$ cat config.mk
export PLATFORM = sky130hd
export DESIGN_NAME = hazard_forward_ctrl
export DESIGN_NICKNAME = d
export VERILOG_FILES = /design/src/rtl/cpu_hazard_pkg.sv /design/src/rtl/fwd_src_select.sv /design/src/rtl/hazard_forward_ctrl.sv
export SDC_FILE = /design/constraint.sdc
export NUM_CORES = 1
export LEC_CHECK = 0
export ABC_CLOCK_PERIOD_IN_PS = 3700
export CORE_ASPECT_RATIO = 1.25
export CORE_MARGIN = 10
export CORE_UTILIZATION = 43
export CTS_CLUSTER_DIAMETER = 200
export DETAILED_ROUTE_END_ITERATION = 10
export PLACE_DENSITY_LB_ADDON = 0.25
export SYNTH_ARGS = -nofsm -noshare
export SYNTH_HDL_FRONTEND = slang
export SYNTH_SLANG_ARGS = --single-unit
export TNS_END_PERCENT = 1
$ cat constraint.sdc
create_clock -name clk -period 3.7 [get_ports clk]
set_input_delay 1.11 -clock clk [delete_from_list [all_inputs] [get_ports clk]]
set_output_delay 1.11 -clock clk [all_outputs]
set_load 0.02 [all_outputs]
$ cat src/rtl/cpu_hazard_pkg.sv
// rtl/cpu_hazard_pkg.sv - shared types and constants for the hazard/forwarding controller
package cpu_hazard_pkg;

    typedef enum logic {
        HZ_IDLE,
        HZ_STALL
    } hzState_t;

    localparam int SEL_REGFILE = 0;
    localparam int ZERO_REG    = 0;
    localparam int LINK_REG    = 31;

endpackage

$ cat src/rtl/fwd_src_select.sv
// rtl/fwd_src_select.sv - priority forwarding source select for one operand
module fwd_src_select
    import cpu_hazard_pkg::*;
#(
    parameter int REG_AW    = 5,
    parameter int NUM_FWD   = 2,
    parameter int EXCL_LINK = 1,
    parameter int SELW      = 2
) (
    input  logic [REG_AW-1:0]         srcAddr,
    input  logic [NUM_FWD-1:0]        fwdWrEn,
    input  logic [NUM_FWD*REG_AW-1:0] fwdRd,
    output logic [SELW-1:0]           sel
);

    logic [REG_AW-1:0] rd;

    // Walk oldest to youngest so the youngest matching stage is written last.
    always_comb begin
        sel = SELW'(SEL_REGFILE);
        rd  = '0;
        for (int k = NUM_FWD - 1; k >= 0; k--) begin
            rd = fwdRd[k*REG_AW +: REG_AW];
            if (fwdWrEn[k] && (rd != REG_AW'(ZERO_REG)) &&
                ((EXCL_LINK == 0) || (rd != REG_AW'(LINK_REG))) &&
                (rd == srcAddr)) begin
                sel = SELW'(k + 1);
            end
        end
    end

endmodule

$ cat src/rtl/hazard_forward_ctrl.sv
// rtl/hazard_forward_ctrl.sv - operand forwarding, load-use stall FSM, memory freeze and stats
module hazard_forward_ctrl
    import cpu_hazard_pkg::*;
#(
    parameter int REG_AW    = 5,
    parameter int NUM_SRC   = 2,
    parameter int NUM_FWD   = 2,
    parameter int LOAD_LAT  = 1,
    parameter int EXCL_LINK = 1,
    parameter int CNT_W     = 32,
    localparam int SELW     = $clog2(NUM_FWD + 1)
) (
    input  logic                      clk,
    input  logic                      rst,
    input  logic [NUM_SRC*REG_AW-1:0] id_src_addr,
    input  logic [NUM_SRC-1:0]        id_src_used,
    input  logic [NUM_SRC*REG_AW-1:0] ex_src_addr,
    input  logic                      ex_is_load,
    input  logic                      ex_wr_en,
    input  logic [REG_AW-1:0]         ex_rd,
    input  logic [NUM_FWD-1:0]        fwd_wr_en,
    input  logic [NUM_FWD*REG_AW-1:0] fwd_rd,
    input  logic                      mem_busy,
    input  logic                      clr_stats,
    output logic [NUM_SRC*SELW-1:0]   fwd_sel,
    output logic                      stall_if,
    output logic                      stall_id,
    output logic                      stall_ex,
    output logic                      bubble_ex,
    output logic [CNT_W-1:0]          stall_cycles,
    output logic [CNT_W-1:0]          fwd_events
);

    localparam int CNTW = $clog2(LOAD_LAT + 1);

    hzState_t            state;
    logic [CNTW-1:0]     cnt;
    logic [NUM_SRC*SELW-1:0] selRaw;
    logic                hz;
    logic                loadStall;

    for (genvar i = 0; i < NUM_SRC; i++) begin : gSrc
        fwd_src_select #(
            .REG_AW   (REG_AW),
            .NUM_FWD  (NUM_FWD),
            .EXCL_LINK(EXCL_LINK),
            .SELW     (SELW)
        ) uSel (
            .srcAddr(ex_src_addr[i*REG_AW +: REG_AW]),
            .fwdWrEn(fwd_wr_en),
            .fwdRd  (fwd_rd),
            .sel    (selRaw[i*SELW +: SELW])
        );
    end

    always_comb begin
        hz = 1'b0;
        for (int i = 0; i < NUM_SRC; i++) begin
            if (id_src_used[i] && (id_src_addr[i*REG_AW +: REG_AW] == ex_rd)) begin
                hz = 1'b1;
            end
        end
        hz = hz && ex_is_load && ex_wr_en && (ex_rd != REG_AW'(ZERO_REG));
    end

    // A busy data memory freezes everything, so the bubble is deferred, not lost.
    assign loadStall = !mem_busy && ((state == HZ_STALL) || hz);
    assign fwd_sel   = rst ? '0 : selRaw;
    assign stall_if  = !rst && (mem_busy || loadStall);
    assign stall_id  = !rst && (mem_busy || loadStall);
    assign stall_ex  = !rst && mem_busy;
    assign bubble_ex = !rst && loadStall;

    always_ff @(posedge clk) begin
        if (rst) begin
            state <= HZ_IDLE;
            cnt   <= '0;
        end else if (!mem_busy) begin
            case (state)
                HZ_IDLE: begin
                    if (hz && (LOAD_LAT > 1)) begin
                        state <= HZ_STALL;
                        cnt   <= CNTW'(LOAD_LAT - 1);
                    end
                end
                HZ_STALL: begin
                    if (cnt == CNTW'(1)) begin
                        state <= HZ_IDLE;
                    end
                    cnt <= cnt - CNTW'(1);
                end
                default: begin
                    state <= HZ_IDLE;
                    cnt   <= '0;
                end
            endcase
        end
    end

    always_ff @(posedge clk) begin
        if (rst || clr_stats) begin
            stall_cycles <= '0;
            fwd_events   <= '0;
        end else begin
            if (stall_id && (stall_cycles != '1)) begin
                stall_cycles <= stall_cycles + CNT_W'(1);
            end
            if ((fwd_sel != '0) && (fwd_events != '1)) begin
                fwd_events <= fwd_events + CNT_W'(1);
            end
        end
    end

endmodule

## Word level (Yosys, flattened, before mapping)

Index checks and enable logic that the tools add are counted.

- Bits in registers: 66
- Input bits: 45
- Output and inout port bits: 72
- Logic and storage cells: 56

- Add/subtract/negate cells: 3
- Equal/unequal tests: 10
- Multiplexer cells: 9
- Bitwise logic cells: 1
- Reduce and logical (&&, ||, !) cells: 29

Operators with widths:

| operator | number |
|---|---|
| $add 32x1->32 const B | 2 |
| $ne 32x32->1 const B | 2 |
| $eq 5x5->1 | 6 |
| $logic_and 1x1->1 | 19 |
| $reduce_bool 5->1 | 3 |
| $ne 5x5->1 const B | 2 |
| $mux 2 | 4 |
| $mux 1 | 4 |
| $mux 4 | 1 |
| $reduce_bool 4->1 | 1 |
| $logic_or 1x1->1 | 3 |
| $logic_not 1->1 | 2 |
| $reduce_and 2->1 | 1 |
| $not 1->1 | 1 |
| $sub 1x1->1 const B | 1 |

## Logic depth before layout (Yosys ltp)

Gate-level depths: netlist (run 1).

- Word-level depth: 12
- Depth in mapped cells: 9
- Depth with buffers taken out: 7

## By module

A second synthesis (run 1) with hierarchy kept.

- Cells, all modules: 455
- Area, all modules: 3739.8 sq um

Modules (own cells, without submodules):

| module | instances | cells an instance | area each (sq um) | seq. area each (sq um) |
|---|---|---|---|---|
| hazard_forward_ctrl | 1 | 407 | 3389.5 | 1321.3 |
| fwd_src_select | 2 | 24 | 175.2 | 0.0 |

## Worst setup path before layout (run 1)

Ideal clock, no wire load.

- Kind: in2out
- From: input port ex_rd[0]
- To: output port stall_if
- Arrival: 2.774 ns
- Data required time: 2.590 ns
- Path slack: -0.184 ns
- Stages on the path: 6
- Buffers on the path: 2
- Cell sequence: or3_1 > o311a_1 > a31oi_2 > clkbuf_1 > inv_1 > buf_4

- Cells in the longest elaborated chain, start to end: 11
- Elaborated cells on any way between the ends: 14
- Classes of those cells: eq/ne: 2; mux: 2; reduce/logical: 10

Ends and longest elaborated chain:

| element | line | source |
|---|---|---|
| start, declared | hazard_forward_ctrl.sv:20 | `input logic [REG_AW-1:0] ex_rd,` |
| $eq 5x5->1 | hazard_forward_ctrl.sv:59 | `if (id_src_used[i] && (id_src_addr[i*REG_AW +: REG_AW] == ex_rd)) begin` |
| $logic_and 1x1->1 | hazard_forward_ctrl.sv:59 |  |
| $mux 1 (2 in series) | hazard_forward_ctrl.sv:59 |  |
| $logic_and 1x1->1 (2 in series) | hazard_forward_ctrl.sv:63 | `hz = hz && ex_is_load && ex_wr_en && (ex_rd != REG_AW'(ZERO_REG));` |
| $logic_and 1x1->1 (*) | hazard_forward_ctrl.sv:63 |  |
| $logic_or 1x1->1 (*) | hazard_forward_ctrl.sv:67 | `assign loadStall = !mem_busy && ((state == HZ_STALL) \|\| hz);` |
| $logic_and 1x1->1 (*) | hazard_forward_ctrl.sv:67 |  |
| $logic_or 1x1->1 (*) | -- |  |
| $logic_and 1x1->1 (*) | -- |  |
| end, declared | hazard_forward_ctrl.sv:26 | `output logic stall_if,` |

Mark *: on every way between the ends. The rest lies on a longest branch, timed or not.

## Final worst setup path (run 1)

- From: input port fwd_rd[8]
- To: output port fwd_sel[1]

- Cells in the longest elaborated chain, start to end: 7
- Elaborated cells on any way between the ends: 9
- Classes of those cells: eq/ne: 2; mux: 3; reduce/logical: 4

Ends and longest elaborated chain:

| element | line | source |
|---|---|---|
| start, declared | hazard_forward_ctrl.sv:22 | `input logic [NUM_FWD*REG_AW-1:0] fwd_rd,` |
| $reduce_bool 5->1 | fwd_src_select.sv:24 | `if (fwdWrEn[k] && (rd != REG_AW'(ZERO_REG)) &&` |
| $logic_and 1x1->1 (2 in series) | fwd_src_select.sv:24 |  |
| $logic_and 1x1->1 (*) | fwd_src_select.sv:25 | `((EXCL_LINK == 0) \|\| (rd != REG_AW'(LINK_REG))) &&` |
| $mux 2 (*) (2 in series) | fwd_src_select.sv:24 |  |
| $mux 4 (*) | hazard_forward_ctrl.sv:68 | `assign fwd_sel = rst ? '0 : selRaw;` |
| end, declared | hazard_forward_ctrl.sv:25 | `output logic [NUM_SRC*SELW-1:0] fwd_sel,` |

Marks and branches as above.

==> flow_summary.ini, run 1 <==
[outcome]
status = complete, no violations

[pwr]
p_leak_uw = 0.00182
p_int_uw = 1190
p_switching_uw = 358
ir_drop_mv = 0.231
power_frac_seq_pct = 45.9
power_switching_share_pct = 23.1
clockPowerShare_pct = 43.2
p_comb_share_pct = 10.9
powerDensity_nw_per_um2 = 282

[min_path]
hold_path_class = reg -> reg

[timing]
slew_headroom_pct = 57.3
hold_viol_final = 0
timing.final.crit_share_pct = 98.9
whs_ps = 495
skew_ps = 9.20
timing_max_transition_violations_final = 0
setup_violations = 0
rsz0062_at_grt = true
fmax_mhz = 273
tightest_slew_ps = 637
min_period_ps = 3660

[layout]
finalInstanceArea_um2 = 5510
layout_common_cells = clkdlybuf4s50_1 (100), dfxtp_1 (66), xnor2_1 (40), nand2_1 (40), nor2_1 (38)
antenna_cells = 0
final_nets = 656
layout.cells.non_filler = 734
layout_commonest_cell = clkdlybuf4s50_1
area_delta_synth_final_pct = 44.1
drive_above_1_share_pct = 12.2

[routing]
dr_total_vias = 4074
drt_first_iter_violations = 140
drtPass1Iterations = 4
ant_nets = 0
route.detailed.drc = 0
drt-vias-per-instance = 5.55
wire_per_inst_um = 15.9
postRouteWirelength_um = 11700

[clock_tree]
cts_root_buf = clkbuf_8
cts_buffer_depth = 2
cts.sinks = 66
numCtsBuffers = 9
cts_max_level = 3
ctsHoldBuffers = 0
cts_tree = yes
clock_latency_ps = 330
path_clk_slew_ps = 70

[critical_path]
worstSetupPathType = in -> out
arrival_ps = 2550
crit_fanout = 4
endpoint_kind = output pin
start_kind = input port
crit_required_ps = 2590

[logic_synthesis]
async_reset_ff_share_pct = 0
synth_cell_type_count = 46
syn_area_per_cell_um2 = 8.03
ys_seq_area_share_pct = 34.6
synth.cell_area_um2 = 3820
synth_nets = 523
yosys_register_bits = 66
ys.flop_type = dfxtp_1
syn-instance-count = 476
synth_edf_count = 0
yosysWarnings = 0

[floorplan]
dieHeight_um = 125
core_um2 = 8700
start_util_pct = 43.9
fp.dieArea_um2 = 13100
die_w_um = 104
rows = 38
io_pins = 117

[grt]
overflow = 0
grt_max_degree = 59
grt_pass1_vias = 4042
antenna_found_initial = 0
grt_usage_pct = 17.3
grt_first_pass_wirelength_um = 19500

[placed_design]
placed_area_um2 = 5280
hpwl_um = 8880
dpl.cell_count = 717
place_congestion = 0.861
port_buffers = 116

[flow_run]
cap_viol_max_count = 0
-- metal layers --
| metal | vias to the layer above | global-route usage (%) | share of wire [%] |
|---|---|---|---|
| met5 | - | 0 | 0 |
| met4 | 0 | 6.56 | 2.1 |
| met3 | 19 | 4.88 | 5.8 |
| met2 | 121 | 31.3 | 52 |
| met1 | 1920 | 18.6 | 40 |
| li1 | 2014 | - | - |
-- state kept, by name (all words and copies together), names as in the netlist --
name          cells
cnt               1
fwd_events       32
stall_cycles     32
state             1
-- kinds of logic (layout without fill, tap and decap cells) --
| logic type | Yosys count | in the layout | synth area share [%] |
|---|---|---|---|
| AO/OA/AOI/OAI | 82 | 82 | 13.8 |
| flip-flops | 66 | 66 | 34.6 |
| adder cells (fa/ha/maj) | 2 | 2 | 0.655 |
| XOR/XNOR | 52 | 52 | 11.9 |
| AND/OR/NAND/NOR | 238 | 238 | 34.0 |
| multiplexers | 6 | 6 | 1.67 |
| buffers and inverters | 30 | 168 | 3.34 |
-- cell usage after synthesis (all sizes together), types with 8 or more instances --
master / instances / share of area (%)
a21oi: 35 / 4.8
and3: 16 / 2.6
buf: 10 / 1.4
clkbuf: 14 / 1.4
dfxtp: 66 / 35
nand2: 40 / 3.9
nand3: 28 / 3.7
nand4: 18 / 3.3
nor2: 38 / 3.7
nor3: 26 / 3.4
nor4: 8 / 1.5
o21ai: 14 / 1.8
o31ai: 17 / 3.7
or3: 23 / 3.8
or4: 20 / 4.0
xnor2: 40 / 9.2
xor2: 12 / 2.7
-- what timing repair did --
action,CTS,global route
setup buffers,0,1
setup endpoints to repair,7,7
pin swaps,6,9
gates cloned,0,0
resized for setup,45,8
-- power groups by stage --
stage / sequential [uW] / combinational (uW) / clock [uW]
floorplan: 729 / 70.6 / 0
global placement: 728 / 167 / 0
detailed placement: 728 / 170 / 0
CTS: 712 / 169 / 685
global route: 711 / 184 / 712
finish: 712 / 169 / 671
-- path summary, 6_finish.rpt --
path | startpoint | endpoint | slack [ps] | cells after the start
max reg2reg | stall_cycles[1]$_SDFFE_PP0P_ | stall_cycles[5]$_SDFFE_PP0P_ | 970 | 8
max | fwd_rd[8] | fwd_sel[1] | 40 | 6
min reg2reg | fwd_events[22]$_SDFFE_PP0P_ | fwd_events[22]$_SDFFE_PP0P_ | 500 | 2
min | fwd_events[22]$_SDFFE_PP0P_ | fwd_events[22]$_SDFFE_PP0P_ | 500 | 2
-- metrics by stage --
| stage | TNS [ps] | worst slack [ps] | power, uW | utilization, % |
|---|---|---|---|---|
| global placement | -3590 | -587 | 895 | 60.7 |
| CTS | 0 | 5.46 | 1570 | 62.9 |
| detailed placement | -3750 | -588 | 898 | 60.7 |
| floorplan | 0 | 16.0 | 799 | - |
| finish | 0 | 41.7 | 1550 | 63.3 |
| global route | -27.1 | -27.1 | 1610 | 63.3 |
-- critical path: stages --
cell and delay (ps):
clkdlybuf4s50_1 500, xor2_1 200, nor3_1 200, nand3_1 150
nor3_1 220, buf_4 180
-- layout make-up --
type,count,area (um^2)
timing repair buffer,146,1380
tap,120,150
inverter,6,22.5
multi-input combinational,380,2420
fill,781,3190
clock buffer,10,138
sequential,66,1320
clock inverter,6,80.1
Note: power is estimated with default switching activity, not from simulation.
==> run 2: changes to the inputs <==
--- a/config.mk
+++ b/config.mk
@@ -7,9 +7,9 @@
 export LEC_CHECK = 0
 export ABC_CLOCK_PERIOD_IN_PS = 3700
 export CORE_ASPECT_RATIO = 1.25
-export CORE_MARGIN = 10
+export CORE_MARGIN = 2
 export CORE_UTILIZATION = 43
-export CTS_CLUSTER_DIAMETER = 200
+export CTS_CLUSTER_DIAMETER = 30
 export DETAILED_ROUTE_END_ITERATION = 10
 export PLACE_DENSITY_LB_ADDON = 0.25
 export SYNTH_ARGS = -nofsm -noshare
==> run 2 against run 1 <==
Net effect: maximum frequency fell by 0.97%; global-route usage grew 5.2 points; die area down 26%; sequential cell count unchanged; worst setup slack got worse by 36 ps; critical endpoint unchanged.
==> flow_summary.ini, run 2 (synthesized netlist as in run 1, its figures left out) <==
[pwr]
power.total_uw = 1480
ir_drop_mv = 0.210
p_leak_uw = 0.00187
powerDensity_nw_per_um2 = 267

[critical_path]
path_buf_inv = 2
worstPathCellList = clkdlybuf4s50_1 > xor2_1 > nor3_1 > nand3_1 > nor3_1 > buf_2
crit_cells = 6
startpoint = fwd_rd[8]
cpLargestDelayFamily = buffers and inverters
cp-endpoint = fwd_sel[1]
r2r-start = stall_cycles[0]$_SDFFE_PP0P_
worstSetupPathType = in -> out
arrival_ps = 2580
r2r_end = stall_cycles[14]$_SDFFE_PP0P_
start_kind = input port
path_common_cell = nor3_1
rr_worst_depth = 8
slowest_delay_ps = 500
endpoint_kind = output pin
crit_fanout = 4
r2r_slack_ps = 1110
cp_slowest_cell = clkdlybuf4s50_1
crit_required_ps = 2590

[timing]
timing_max_transition_violations_final = 0
slew_headroom_pct = 55.0
timing.final.crit_share_pct = 99.8
fin_ws_ps = 5.78
skew_ps = 9.22
min_period_ps = 3690
fmax_mhz = 271
hold_viol_final = 0
tightest_slew_ps = 672
rsz0062_at_grt = true
setup_violations = 0

[clock_tree]
cts_max_level = 3
cts.sinks = 66
numCtsBuffers = 9
cts_buffer_depth = 2
clock_latency_ps = 340
cts_root_buf = clkbuf_8
post-cts-setup-buffers = 0
path_clk_slew_ps = 70
cts_tree = yes
ctsHoldBuffers = 0

[min_path]
min_from = fwd_events[8]$_SDFFE_PP0P_
hold_path_class = reg -> reg

[flow_run]
cap_viol_max_count = 0

[layout]
layout_common_cells = clkdlybuf4s50_1 (93), dfxtp_1 (66), xnor2_1 (40), nand2_1 (40), nor2_1 (38)
antenna_cells = 0
layout_commonest_cell = clkdlybuf4s50_1
fin_util_pct = 64.1
layout.cells.non_filler = 731
top_regs = fwd_events (32), stall_cycles (32)
drive_above_1_share_pct = 12.8
finalInstanceArea_um2 = 5550
final_nets = 654
area_delta_synth_final_pct = 45.1

[grt]
grt_usage_pct = 22.5
overflow = 0
antenna_found_initial = 0
grt_first_pass_wirelength_um = 17600
grt_max_degree = 38
grt_pass1_vias = 3786

[routing]
drtPass1Iterations = 4
route.detailed.drc = 0
postRouteWirelength_um = 10700
drt-vias-per-instance = 5.52
dr_total_vias = 4037
ant_nets = 0
wire_per_inst_um = 14.7
drt_first_iter_violations = 146

[floorplan]
rows = 38
start_util_pct = 44.2
dieHeight_um = 109
io_pins = 117
die_w_um = 88.3
fp.dieArea_um2 = 9660
core_um2 = 8650

[placed_design]
placed_area_um2 = 5290
hpwl_um = 7920
place_congestion = 0.876
preCtsSetupSlack_ps = -594
dpl.cell_count = 716
port_buffers = 116

[outcome]
status = complete, no violations
[run 2: cell type report]
cell class                 instances  area (um^2)
clock buffer                      12          145
clock inverter                     3         40.0
fill                             762         3110
inverter                           6         22.5
multi-input combinational        380         2460
sequential                        66         1320
tap                              120          150
timing repair buffer             144         1410
[run 2: repair_timing]
item / in CTS / in global routing
resized for setup: 47 / 25
pin swaps: 7 / 14
setup endpoints to repair: 7 / 7
[run 2: worst min path at each step]
stage                                        to  depth (start not counted)
finish               fwd_events[8]$_SDFFE_PP0P_                          2
global route        fwd_events[22]$_SDFFE_PP0P_                          2
CTS                 fwd_events[31]$_SDFFE_PP0P_                          2
detailed placement   fwd_events[8]$_SDFFE_PP0P_                          2
global placement    fwd_events[22]$_SDFFE_PP0P_                          2
floorplan                    state$_SDFFE_PP0N_                          1
[run 2: per-layer routing]
layer | wire length (um) | vias up | global-route usage [%] | share of wire, %
met5 | 0 | - | 0 | 0
met4 | 267 | 0 | 9.31 | 2.5
met3 | 513 | 22 | 4.05 | 4.8
met2 | 5510 | 117 | 38.3 | 51
met1 | 4450 | 1891 | 27.8 | 41
li1 | - | 2007 | - | -
[run 2: tightest hold or removal path, stage by stage, from the launching register on]
cell and delay [ps]:
dfxtp_1 330, o21ai_0 70, a21oi_1 60
[run 2: report_power, final]
part           switching [uW]  internal, uW  leakage (uW)
registers                1.13           711      0.000531
logic                    83.1          92.1       0.00124
clock network             269           325     0.0000962
[run 2: per-stage QoR]
step	hold WS [ps]	TNS, ps
5_1_grt	541	-18.9
4_1_cts	500	0
3_5_place_dp	489	-3660
3_3_place_gp	472	-3470
2_1_floorplan	483	0
6_report	498	0
